**config.mk**
```make
export PLATFORM = sky130hd
export DESIGN_NAME = pr_ex_mem_pipe
export DESIGN_NICKNAME = d
export VERILOG_FILES = /design/src/rtl/pipe_pkg.sv /design/src/rtl/ex_mem_wreg_sel.sv /design/src/rtl/pr_ex_mem_pipe.sv
export SDC_FILE = /design/constraint.sdc
export NUM_CORES = 1
export LEC_CHECK = 0
export CORE_MARGIN = 2
export CORE_UTILIZATION = 44
export CTS_BUF_LIST = sky130_fd_sc_hd__clkbuf_8
export DETAILED_ROUTE_END_ITERATION = 7
export HOLD_SLACK_MARGIN = 0.02
export PLACE_DENSITY = 0.85
export SLEW_MARGIN = 40
export SYNTH_ARGS = -nofsm -noshare
export SYNTH_HDL_FRONTEND = slang
export SYNTH_SLANG_ARGS = --single-unit
export TNS_END_PERCENT = 100
```
**constraint.sdc**
```tcl
create_clock -name clk -period 1.3 [get_ports clk]
set_input_delay 0.26 -clock clk [delete_from_list [all_inputs] [get_ports clk]]
set_output_delay 0.26 -clock clk [all_outputs]
set_load 0.1 [all_outputs]
```
**src/rtl/pipe_pkg.sv**
```systemverilog
// Shared EX/MEM pipeline definitions: destination-select codes and the packed control bundle.
package pipe_pkg;

    localparam logic [1:0] DST_RT   = 2'b00;
    localparam logic [1:0] DST_RD   = 2'b01;
    localparam logic [1:0] DST_LINK = 2'b10;

    typedef struct packed {
        logic jump;
        logic branch;
        logic bne;
        logic mem_read;
        logic mem_to_reg;
        logic mem_write;
        logic reg_write;
    } ex_mem_ctrl_t;

endpackage

```
**src/rtl/ex_mem_wreg_sel.sv**
```systemverilog
// Destination-register select (rt / rd / link) with the $zero write kill.
module ex_mem_wreg_sel
    import pipe_pkg::*;
#(
    parameter int RADDR_W  = 5,
    parameter int LINK_REG = 31
) (
    input  logic [1:0]         i_dst_sel,
    input  logic [RADDR_W-1:0] i_rt,
    input  logic [RADDR_W-1:0] i_rd,
    input  logic               i_reg_write,
    output logic [RADDR_W-1:0] o_write_reg,
    output logic               o_reg_write
);

    logic [RADDR_W-1:0] w_sel;

    always_comb begin
        w_sel = i_rt;
        case (i_dst_sel)
            DST_RD:   w_sel = i_rd;
            DST_LINK: w_sel = RADDR_W'(LINK_REG);
            default:  w_sel = i_rt;
        endcase
    end

    // Register 0 is hard-wired, so a write aimed at it is dropped here.
    assign o_write_reg = w_sel;
    assign o_reg_write = i_reg_write & (w_sel != '0);

endmodule

```
**src/rtl/pr_ex_mem_pipe.sv**
```systemverilog
// EX/MEM pipeline register with valid, stall/flush and pre-resolved branch-taken.
// Optional event counters (stall/flush/bubble) are built when PR_EX_MEM_STATS_EN is defined.
module pr_ex_mem_pipe
    import pipe_pkg::*;
#(
    parameter int XLEN     = 32,
    parameter int RADDR_W  = 5,
    parameter int LINK_REG = 31,
    parameter int CNT_W    = 16
) (
    input  logic               clk,
    input  logic               rst_n,
    input  logic               stall,
    input  logic               flush,
    input  logic               valid_in,
    input  logic               jump_in,
    input  logic               branch_in,
    input  logic               bne_in,
    input  logic               mem_read_in,
    input  logic               mem_to_reg_in,
    input  logic               mem_write_in,
    input  logic               reg_write_in,
    input  logic [1:0]         dst_sel_in,
    input  logic               zero_in,
    input  logic [XLEN-1:0]    alu_result_in,
    input  logic [XLEN-1:0]    reg_data2_in,
    input  logic [XLEN-1:0]    pc_plus4_in,
    input  logic [31:0]        instru_in,
    output logic               valid,
    output logic               jump,
    output logic               branch,
    output logic               bne,
    output logic               mem_read,
    output logic               mem_to_reg,
    output logic               mem_write,
    output logic               reg_write,
    output logic               br_taken,
    output logic               zero,
    output logic [XLEN-1:0]    alu_result,
    output logic [XLEN-1:0]    reg_data2,
    output logic [XLEN-1:0]    pc_plus4,
    output logic [RADDR_W-1:0] write_reg,
    output logic [31:0]        instru
`ifdef PR_EX_MEM_STATS_EN
    ,
    output logic [CNT_W-1:0]   stall_cnt,
    output logic [CNT_W-1:0]   flush_cnt,
    output logic [CNT_W-1:0]   bubble_cnt
`endif
);

    if (RADDR_W < 1 || RADDR_W > 16 || CNT_W < 1 || XLEN < 1 ||
        LINK_REG < 0 || LINK_REG >= (1 << RADDR_W)) begin : g_param_chk
        $error("pr_ex_mem_pipe: illegal parameter combination");
    end

    logic [RADDR_W-1:0] w_write_reg;
    logic               w_reg_write_ok;
    ex_mem_ctrl_t       w_ctrl_in;
    logic               w_br_taken;

    ex_mem_wreg_sel #(
        .RADDR_W  (RADDR_W),
        .LINK_REG (LINK_REG)
    ) u_wreg_sel (
        .i_dst_sel   (dst_sel_in),
        .i_rt        (instru_in[RADDR_W-1+16:16]),
        .i_rd        (instru_in[RADDR_W-1+11:11]),
        .i_reg_write (reg_write_in),
        .o_write_reg (w_write_reg),
        .o_reg_write (w_reg_write_ok)
    );

    // Every control bit is qualified by valid_in so a non-valid load becomes a bubble.
    assign w_ctrl_in = '{
        jump:       jump_in       & valid_in,
        branch:     branch_in     & valid_in,
        bne:        bne_in        & valid_in,
        mem_read:   mem_read_in   & valid_in,
        mem_to_reg: mem_to_reg_in & valid_in,
        mem_write:  mem_write_in  & valid_in,
        reg_write:  w_reg_write_ok & valid_in
    };

    assign w_br_taken = valid_in & ((branch_in & zero_in) | (bne_in & ~zero_in));

    ex_mem_ctrl_t       r_ctrl;
    logic               r_valid;
    logic               r_br_taken;
    logic               r_zero;
    logic [XLEN-1:0]    r_alu_result;
    logic [XLEN-1:0]    r_reg_data2;
    logic [XLEN-1:0]    r_pc_plus4;
    logic [RADDR_W-1:0] r_write_reg;
    logic [31:0]        r_instru;

    always_ff @(posedge clk or negedge rst_n) begin
        if (!rst_n) begin
            r_ctrl       <= '0;
            r_valid      <= 1'b0;
            r_br_taken   <= 1'b0;
            r_zero       <= 1'b0;
            r_alu_result <= '0;
            r_reg_data2  <= '0;
            r_pc_plus4   <= '0;
            r_write_reg  <= '0;
            r_instru     <= '0;
        end else if (flush) begin
            r_ctrl       <= '0;
            r_valid      <= 1'b0;
            r_br_taken   <= 1'b0;
            r_zero       <= 1'b0;
            r_alu_result <= '0;
            r_reg_data2  <= '0;
            r_pc_plus4   <= '0;
            r_write_reg  <= '0;
            r_instru     <= '0;
        end else if (!stall) begin
            r_ctrl       <= w_ctrl_in;
            r_valid      <= valid_in;
            r_br_taken   <= w_br_taken;
            r_zero       <= zero_in;
            r_alu_result <= alu_result_in;
            r_reg_data2  <= reg_data2_in;
            r_pc_plus4   <= pc_plus4_in;
            r_write_reg  <= w_write_reg;
            r_instru     <= instru_in;
        end
    end

    assign valid      = r_valid;
    assign jump       = r_ctrl.jump;
    assign branch     = r_ctrl.branch;
    assign bne        = r_ctrl.bne;
    assign mem_read   = r_ctrl.mem_read;
    assign mem_to_reg = r_ctrl.mem_to_reg;
    assign mem_write  = r_ctrl.mem_write;
    assign reg_write  = r_ctrl.reg_write;
    assign br_taken   = r_br_taken;
    assign zero       = r_zero;
    assign alu_result = r_alu_result;
    assign reg_data2  = r_reg_data2;
    assign pc_plus4   = r_pc_plus4;
    assign write_reg  = r_write_reg;
    assign instru     = r_instru;

`ifdef PR_EX_MEM_STATS_EN
    logic [CNT_W-1:0] r_stall_cnt;
    logic [CNT_W-1:0] r_flush_cnt;
    logic [CNT_W-1:0] r_bubble_cnt;

    // Counters saturate at all-ones; a stall edge only counts when flush does not override it.
    always_ff @(posedge clk or negedge rst_n) begin
        if (!rst_n) begin
            r_stall_cnt  <= '0;
            r_flush_cnt  <= '0;
            r_bubble_cnt <= '0;
        end else begin
            if (flush && r_flush_cnt != '1)
                r_flush_cnt <= r_flush_cnt + CNT_W'(1);
            if (!flush && stall && r_stall_cnt != '1)
                r_stall_cnt <= r_stall_cnt + CNT_W'(1);
            if (!flush && !stall && !valid_in && r_bubble_cnt != '1)
                r_bubble_cnt <= r_bubble_cnt + CNT_W'(1);
        end
    end

    assign stall_cnt  = r_stall_cnt;
    assign flush_cnt  = r_flush_cnt;
    assign bubble_cnt = r_bubble_cnt;
`endif

endmodule
```
==> Yosys cells after proc, flatten, opt, wreduce, memory -nomap -nowiden <==
Cells that the tools add are included.
{ "classes": {"n_reduce_logical": 1, "mux": 19, "eq_ne": 3, "bitwise": 13} }
{ "op_table": {"columns": ["op", "count"], "rows": [
  ["32-bit 2-to-1 mux", 8],
  ["7-bit 2-to-1 mux", 2],
  ["1-bit AND", 11],
  ["5-bit 2-to-1 mux", 2],
  ["5-bit one-hot mux with 2 select lines", 1],
  ["1-bit 2-to-1 mux", 6],
  ["5-bit nonzero test", 1],
  ["2-bit by 1-bit equality test with 1-bit output, second input constant", 1],
  ["2-bit equality test, second input constant", 1],
  ["2-bit by 1-bit inequality test with 1-bit output, second input constant", 1],
  ["1-bit NOT", 1],
  ["1-bit bitwise OR", 1]
]} }
{ "totals": {"out_inout_bits": 143, "word_cells": 51, "regBits": 143} }

==> Longest topological paths before layout <==
{ "depth": {"word_depth": 7, "mapped_depth": 6, "mapped_depth_nobuf": 6} }

==> Hierarchy <==
A second synthesis with hierarchy kept.
{ "hier_totals": {"hier_cells": 494, "area_unflattened_um2": 5984.5} }
{ "modules_own_cells": {"columns": ["module", "n_inst", "cells_each", "seq_area_each_um2", "area_each_um2"], "rows": [
  ["pr_ex_mem_pipe", 1, 472, 3578.4, 5849.4],
  ["ex_mem_wreg_sel", 1, 22, 0.0, 135.1]
]} }

==> Worst setup path after synthesis <==
No wires, ideal clock.
{ "synth_timing": {"kind": "input to register", "start": "input port dst_sel_in[0]", "end": "register r_ctrl, in the netlist reg_write", "path_buffers": 0, "path_slack_ns": -0.086, "arrival_ns": 1.256, "setup_time_ns": 0.130, "cell_stages": 6, "t_required_ns": 1.170, "cell_sequence": "inv_1 -> ha_1 -> a211oi_1 -> o22ai_1 -> nor4_2 -> o22ai_1"} }
{ "synth_via": {"elab_chain_cells": 7} }
{ "synth_lines": {"columns": ["item", "line_no", "source"], "rows": [
  ["start, declared", "pr_ex_mem_pipe.sv:23", "input logic [1:0] dst_sel_in,"],
  ["2-bit equality test / 2-bit by 1-bit equality test with 1-bit output (equally long branches)", "ex_mem_wreg_sel.sv:20", "case (i_dst_sel)"],
  ["5-bit one-hot mux with 2 select lines *", "ex_mem_wreg_sel.sv:20", null],
  ["5-bit nonzero test *", "ex_mem_wreg_sel.sv:29", "assign o_reg_write = i_reg_write & (w_sel != '0);"],
  ["1-bit AND *", "ex_mem_wreg_sel.sv:29", null],
  ["1-bit AND *", "pr_ex_mem_pipe.sv:82", "reg_write: w_reg_write_ok & valid_in"],
  ["7-bit 2-to-1 mux *", "pr_ex_mem_pipe.sv:118", "end else if (!stall) begin"],
  ["7-bit 2-to-1 mux *", "pr_ex_mem_pipe.sv:108", "end else if (flush) begin"],
  ["end signal, assigned", "pr_ex_mem_pipe.sv:119", "r_ctrl <= w_ctrl_in;"],
  ["end, declared", "pr_ex_mem_pipe.sv:87", "ex_mem_ctrl_t r_ctrl;"]
]} }
Every way passes the cells marked *; elsewhere a longest branch is shown, timed or not. The select of a mux whose other input is x is not followed.
A chain may end at the register's enable or synchronous reset.

==> Final worst setup path <==
{ "layout_timing": {"start": "register r_pc_plus4[19] (netlist: pc_plus4[19])", "end": "output port pc_plus4[19]"} }
{ "layout_rtl": {"columns": ["item", "line_no", "source"], "rows": [
  ["start, declared", "pr_ex_mem_pipe.sv:93", "logic [XLEN-1:0] r_pc_plus4;"],
  ["start signal, assigned", "pr_ex_mem_pipe.sv:125", "r_pc_plus4 <= pc_plus4_in;"],
  ["end, declared", "pr_ex_mem_pipe.sv:41", "output logic [XLEN-1:0] pc_plus4,"]
]} }
No word-level cell between the ends.

==> reports/results.tsv <==
stage	metric	value	unit
route	1st-pass router iterations	5	
timing	max_slew headroom	75.1	%
timing	Final setup viols	90	
finish	final net count	1023	
synth	Post-Synthesis Cell Area	5930	um2
finish	fin cells	1066	
synth	Synth warnings	0	
timing	Worst-Margin Slew	374	ps
timing	Clock Skews	0	ps
finish	area grow syn2layout	94.5	%
timing	RSZ-0062 raised after global routing	true	
power_and_ir_drop	Leak	5.63	nW
timing	final cycle utilization of the critical path	104	%
finish	share of post-route cells with drive strength above 1	32.6	%
worst_hold_path	HP Class	in2reg	
setup_path	CP Class	reg2out	
finish	number of diodes	0	
placement	DP Area	10600	um2
floorplanning	DIE AREA	14400	um2
setup_path	CP max-delay cell	dfrtp_1	
timing	max-slew violations	0	
grt	grt total ovfl	0	
setup_path	Req. time, crit path	1040	ps
route	via count	5571	
timing	fmax	741	MHz
setup_path	CP Max Fanout	2	
setup_path	crit start category	flop	
run_status	status	complete, but fails checks	
finish	Final Cell Area	11500	um2
floorplanning	Die Height	120	um
setup_path	cell family with most CP delay	flip-flops	
clocking	Worst-path clk slew	80	ps
clocking	CTS buffer count	17	
floorplanning	CORE AREA	13200	um2
grt	GR Util All Layers	31.5	%
run_status	violated checks	setup timing	
placement	Final GP Congestion	0.867	
power_and_ir_drop	Max VDD drop	0.000955	V
synth	Synth area leaders	dfrtp_1 (60%), mux2i_1 (22%), nor2_1 (9.4%)	
setup_path	CP arrival	1090	ps
placement	post-detail-place hpwl	15100	um
synth	register area share after synthesis	60.4	%
setup_path	worst path cell trace	buf_12	
grt	first-pass GRT wire length	34300	um
setup_path	Critical Path Max Stage Delay	440	ps
setup_path	endpoint type of the worst setup path	output pin	
floorplanning	Ports	286	
placement	PortBufs	285	
timing	TNS Setup	-1250	ps
power_and_ir_drop	P per Cell Area	1120	nW/um2
timing	Final WS setup	-48.7	ps
clocking	Root Buffer Master	clkbuf_8	
floorplanning	initial core utilization	44.9	%
clocking	H-tree levels	4	
synth	Synth Instances	498	
route	Wirelength per Cell	22.0	um
placement	placed cells	962	
floorplanning	# rows	42	
floorplanning	die width	120	um
timing	Final min period	1350	ps
clocking	worst-skew pair later-pin latency	440	ps
route	Vias/cell	5.23	
synth	Yosys top cell by area	dfrtp_1	
clocking	# clock sinks	143	
route	post-route ant nets	0	
synth	Post-Syn Nets	643	
route	Initial DRC Count	485	
route	DRC errors left	0	
grt	vias in the first global route	6165	
power_and_ir_drop	Total Power	13.0	mW
grt	largest net degree at the start of global routing	45	
grt	initial antenna violation count	0	
clocking	TritonCTS clock tree	built	
timing	Final Hold Vio Count	0	
route	Routed WL	23400	um
synth	number of synthesized register bits	143	
setup_path	Buf+Inv Stages, Crit Path	1	
synth	top cell type's share of synthesized area	60.4	%
finish	utilization after layout	87.4	%
synth	Avg Cell Area, Syn	11.9	um2
job	max-cap viol count	0	
synth	count of cell types in the netlist	20	
clocking	clk buf depth	2	
-- layer usage --
metal | up-vias | wire (um) | track usage, % | part of all wire, %
li1 | 2408 | - | - | -
met5 | - | 0 | 0 | 0
met2 | 339 | 12300 | 55.5 | 52
met1 | 2752 | 8050 | 34.2 | 34
met3 | 72 | 2120 | 10.2 | 9.1
met4 | 0 | 992 | 14.9 | 4.2
-- through the flow --
step	hold slack, ps	worst slack (ps)
2_1_floorplan	-35.6	6.25
3_3_place_gp	166	-566
3_5_place_dp	166	-651
4_1_cts	204	-49.2
5_1_grt	213	-85.0
6_report	227	-48.7
-- power breakdown --
part	internal, mW	switching, mW	total (mW)
Sequential	4.69	0.305	5.00
Clock	1.69	1.66	3.35
Combinational	1.87	2.76	4.63
-- cell type report --
| cell class | count | area [um2] |
|---|---|---|
| Clock buffer | 18 | 248 |
| Clock inverter | 13 | 109 |
| Fill cell | 534 | 1660 |
| Inverter | 2 | 7.51 |
| Multi-Input combinational cell | 320 | 2170 |
| Sequential cell | 143 | 3580 |
| Tap cell | 176 | 220 |
| Timing Repair Buffer | 394 | 5190 |
-- cell usage after synthesis, drive strengths merged --
cell,number
dfrtp,143
nand2,9
o21ai,1
ha,2
clkbuf,7
mux2i,132
nor3,2
inv,2
buf,26
mux2,1
o22ai,2
nor2b,5
nand3,1
nor2,149
a211oi,2
a22oi,2
a21oi,11
nor4,1
-- cell families after synthesis --
family	share of synthesized area [%]
fa+ha+maj	0.422
mux	22.5
buf+inv	4.01
flops	60.4
compound gates	1.73
simple gates	11.0
-- repair_timing --
| item | 4_1_cts | 5_1_grt |
|---|---|---|
| pin swaps | 5 | 3 |
| gates resized for setup | 10 | 4 |
| endpoints found under the hold margin | 90 | 0 |
| setup endpoints to repair | 149 | 145 |
| buffers inserted | 44 | 28 |
| hold buffers | 1 | 0 |
-- placed cells by master, fill, tap and decap left out, drive strengths merged, types with 5 or more instances in the layout --
| cell | instances |
|---|---|
| dfrtp | 143 |
| nand2 | 9 |
| a21oi | 11 |
| clkbuf | 18 |
| mux2i | 132 |
| inv | 7 |
| nor2 | 149 |
| clkinv | 6 |
| nor2b | 5 |
| buf | 254 |
| clkdlybuf4s50 | 137 |
-- final timing paths --
check                                    from             end  slack [ps]  depth (start not counted)
worst max-delay path             pc_plus4[19]    pc_plus4[19]         -50                          1
min in group asynchronous               rst_n  alu_result[27]         260                          2
worst max register to register           jump            jump         220                          4
worst min register to register  reg_data2[17]   reg_data2[17]         590                          2
worst min-delay path                    flush  alu_result[28]         230                          2
max in group asynchronous               rst_n  alu_result[17]         490                          3
Power figures use the tool's default switching activity.
